`src/rtl/mux_2x1_arbiter.sv`:
```
// Two-input valid/ready merge with round-robin grant and a one-entry registered output slice.
// Out_Sel tags each word with its source (0 = channel 1, 1 = channel 2) for downstream routing.
module mux_2x1_arbiter #(
  parameter int WIDTH = 8
) (
  input  logic             Clk,
  input  logic             Reset,
  input  logic             In1_Valid,
  input  logic [WIDTH-1:0] In1_Data,
  output logic             In1_Ready,
  input  logic             In2_Valid,
  input  logic [WIDTH-1:0] In2_Data,
  output logic             In2_Ready,
  output logic             Out_Valid,
  output logic [WIDTH-1:0] Out_Data,
  output logic             Out_Sel,
  input  logic             Out_Ready
);

  typedef enum logic {EMPTY = 1'b0, FULL = 1'b1} state_t;

  state_t           state, state_nxt;
  logic             last;
  logic             load;
  logic             grant1, grant2;
  logic             accept;
  logic [WIDTH-1:0] data_q;
  logic             sel_q;

  assign Out_Valid = (state == FULL);
  assign Out_Data  = data_q;
  assign Out_Sel   = sel_q;

  // Slot is free or draining this cycle; on contention the channel that was not last wins.
  assign load   = ~Out_Valid | Out_Ready;
  assign grant1 = In1_Valid & (~In2_Valid | last);
  assign grant2 = In2_Valid & (~In1_Valid | ~last);

  assign In1_Ready = load & grant1 & ~Reset;
  assign In2_Ready = load & grant2 & ~Reset;
  assign accept    = In1_Ready | In2_Ready;

  always_comb begin
    state_nxt = state;
    case (state)
      EMPTY:   if (accept) state_nxt = FULL;
      FULL:    if (Out_Ready && !accept) state_nxt = EMPTY;
      default: state_nxt = EMPTY;
    endcase
  end

  always_ff @(posedge Clk) begin
    if (Reset) begin
      state  <= EMPTY;
      data_q <= '0;
      sel_q  <= 1'b0;
      last   <= 1'b1;
    end else begin
      state <= state_nxt;
      if (accept) begin
        data_q <= In2_Ready ? In2_Data : In1_Data;
        sel_q  <= In2_Ready;
        last   <= In2_Ready;
      end
    end
  end

endmodule

```
`config.mk`:
```
export PLATFORM = sky130hd
export DESIGN_NAME = mux_2x1_arbiter
export DESIGN_NICKNAME = d
export VERILOG_FILES = /design/src/rtl/mux_2x1_arbiter.sv
export SDC_FILE = /design/constraint.sdc
export NUM_CORES = 1
export LEC_CHECK = 0
export ABC_AREA = 1
export CAP_MARGIN = 20
export CELL_PAD_IN_SITES_DETAIL_PLACEMENT = 1
export CELL_PAD_IN_SITES_GLOBAL_PLACEMENT = 1
export CORE_MARGIN = 4
export CORE_UTILIZATION = 28
export CTS_BUF_LIST = sky130_fd_sc_hd__clkbuf_4 sky130_fd_sc_hd__clkbuf_8
export CTS_CLUSTER_SIZE = 28
export DETAILED_ROUTE_END_ITERATION = 6
export PLACE_DENSITY = 0.91
export REMOVE_ABC_BUFFERS = 1
export SLEW_MARGIN = 20
export SYNTH_ARGS = -nofsm -noshare
export SYNTH_HDL_FRONTEND = slang
export SYNTH_SLANG_ARGS = --single-unit
```
`constraint.sdc`:
```
create_clock -name Clk -period 1.85 [get_ports Clk]
set_clock_uncertainty 0.2 [all_clocks]
set_input_delay 0.2775 -clock Clk [delete_from_list [all_inputs] [get_ports Clk]]
set_output_delay 0.2775 -clock Clk [all_outputs]
set_load 0.05 [all_outputs]
```
==> impl_metrics.tcl <==
set metrics [dict create \
    status "finished, final reports clean" \
    crit_type "in -> out" \
    start_util 0.307 \
    multi_input_area_um2 349 \
    rsz0062_at_grt "false" \
    maxSlewHeadroom 0.834 \
    cp-start-kind "primary input" \
    drt-total-wl_um 2050 \
    pre_cts_slack_ns -0.0838 \
    filler_cell_count 271 \
    ctsRootBufferMaster "clkbuf_4" \
    drtIter0Drc 6 \
    crit_arrival_ns 1.30 \
    setup-violations-final 0 \
    finalHoldViolCount 0 \
    route.detailed.drc 0 \
    synth_seq_cells 11 \
    cts.sinks 11 \
    dieArea_um2 3090 \
    core_um2 2060 \
    rows 16 \
    diodes 0 \
    timing.final.crit_share 0.961 \
    syn_inst 97 \
    clockBufferDepth 2 \
    fmax_ghz 0.563 \
    via_per_inst 4.33 \
    wl_per_cell_um 12.7 \
    end_kind "output port" \
    antenna_found_initial 0 \
    ys_types 15 \
    clk_latency_ns 0.28 \
    stdcell_area_um2 1050 \
    cts_tree "done" \
    syn_avg_cell_area_um2 6.53 \
    power.total_mw 0.748 \
    ys_seq_area_frac 0.348 \
    worstHoldPathType "reg -> reg" \
    clk_pin_slew_ns 0.07 \
    ioPinCount 33 \
    die_x_um 55.6 \
    die_h_um 55.6 \
    fin_util 0.508 \
    p_per_area_nw_per_um2 713 \
    dpl.hpwl_um 1600 \
    ant_nets 0 \
    postCtsHoldBufs 0 \
    tightest_slew_ns 0.248 \
    period_needed_ns 1.78 \
    grt_pass1_vias 722 \
    cts_buffers 3 \
    syn_area_um2 633 \
    drive_above_1_share 0.267 \
    maxCapViolations 0 \
    crit_required_ns 1.37 \
    portBuffers 32 \
    p_leak_nw 0.545 \
    syn2layout_area_growth_pct 65.6 \
    setup_ws_ns 0.0724 \
    critPathMaxFanout 5 \
    ir_drop_mv 0.286 \
    final_max_slew_viol_count 0 \
    firstDrtPassIters 4 \
    grt-ovfl-total 0 \
    grt_pass1_wl_um 3250 \
    place_area_um2 995 \
    grt_max_degree 16 \
    yosysWarnings 0 \
    place_congestion 0.730 \
    vias 701 \
    ff_latch_area_um2 220 \
    grtUsageTotal 0.135 \
    tns_ns 0 \
    cts_max_level 1 \
    r2r_slack_ns 0.40 \
    nets 157 \
]
-- area by class of cell --
cell class              instances  area share
inverters                      14      0.0501
flip-flops and latches         11       0.210
repair buffers                 38       0.346
well taps                      27      0.0322
clock buffers                   4      0.0286
multi-input cells              68       0.333
-- metal layers --
| layer | vias to the layer above | share of wire | track usage |
|---|---|---|---|
| li1 | 365 | - | - |
| met1 | 305 | 0.40 | 0.145 |
| met2 | 27 | 0.50 | 0.240 |
| met3 | 4 | 0.081 | 0.0443 |
| met4 | 0 | 0.013 | 0.0590 |
| met5 | - | 0 | 0 |
-- registers in the layout, summed over array words and instances (netlist names) --
name	cells
Out_Sel	1
last	1
Out_Valid	1
Out_Data	8
-- cell usage in the layout (no fill, tap or decap), types with 2 or more instances in the layout --
master	netlist	routed
buf_12	0	2
buf_4	0	16
clkbuf_4	0	4
clkdlybuf4s50_1	0	19
dfxtp_1	11	11
inv_1	13	11
inv_2	0	2
nand2_1	28	27
nand2_2	1	2
nand3b_1	8	8
nor2_1	18	18
nor2_2	7	7
-- critical path, cell delays in order --
cell	delay (ns)
clkdlybuf4s50_1	0.47
nor2_2	0.19
nand3_4	0.13
inv_2	0.09
buf_12	0.13
-- path summary, 6_finish.rpt --
check / start / endpoint / cells after the start
max reg2reg: Out_Valid / Out_Data[3] / 6
min: Out_Sel / Out_Sel / 2
max: Reset / In2_Ready / 5
min reg2reg: Out_Sel / Out_Sel / 2
-- timing repair --
| action | CTS | global route |
|---|---|---|
| setup endpoints to repair | 1 | 2 |
| pin swaps | 0 | 1 |
| gates resized for setup | 1 | 6 |
| setup buffers | 0 | 0 |
| endpoints found under the hold margin | 0 | 0 |
-- Yosys cell counts --
cell / count / area (um2)
nand2_1: 28 / 105
nor2_1: 18 / 67.6
inv_1: 13 / 48.8
dfxtp_1: 11 / 220
nand3b_1: 8 / 60.1
nor2_2: 7 / 43.8
a21oi_1: 2 / 10.0
buf_2: 2 / 10.0
buf_6: 2 / 22.5
a21boi_2: 1 / 11.3
a31oi_1: 1 / 6.26
clkinv_1: 1 / 3.75
nand2_2: 1 / 6.26
nand3_2: 1 / 10.0
o211ai_1: 1 / 7.51
-- power breakdown --
group	internal, mW	switching [mW]	leakage (nW)	total, mW
logic	0.121	0.171	0.436	0.292
clock network	0.0984	0.0853	0.0184	0.184
registers	0.260	0.0126	0.0910	0.272
-- kinds of logic (layout without fill, tap and decap cells) --
kind of cell / after synthesis / in the layout / synth area share
compound gates: 5 / 5 / 0.0553
buf+inv: 18 / 56 / 0.134
flops: 11 / 11 / 0.348
simple gates: 63 / 63 / 0.462
-- per-stage QoR --
| stage | hold WS (ns) | instances |
|---|---|---|
| 6_report | 0.316 | 162 |
| 4_1_cts | 0.323 | 162 |
| 5_1_grt | 0.334 | 162 |
| 3_3_place_gp | 0.246 | 158 |
| 2_1_floorplan | 0.147 | 93 |
| 3_5_place_dp | 0.267 | 158 |
No activity file was read; power rests on OpenSTA's default activity.
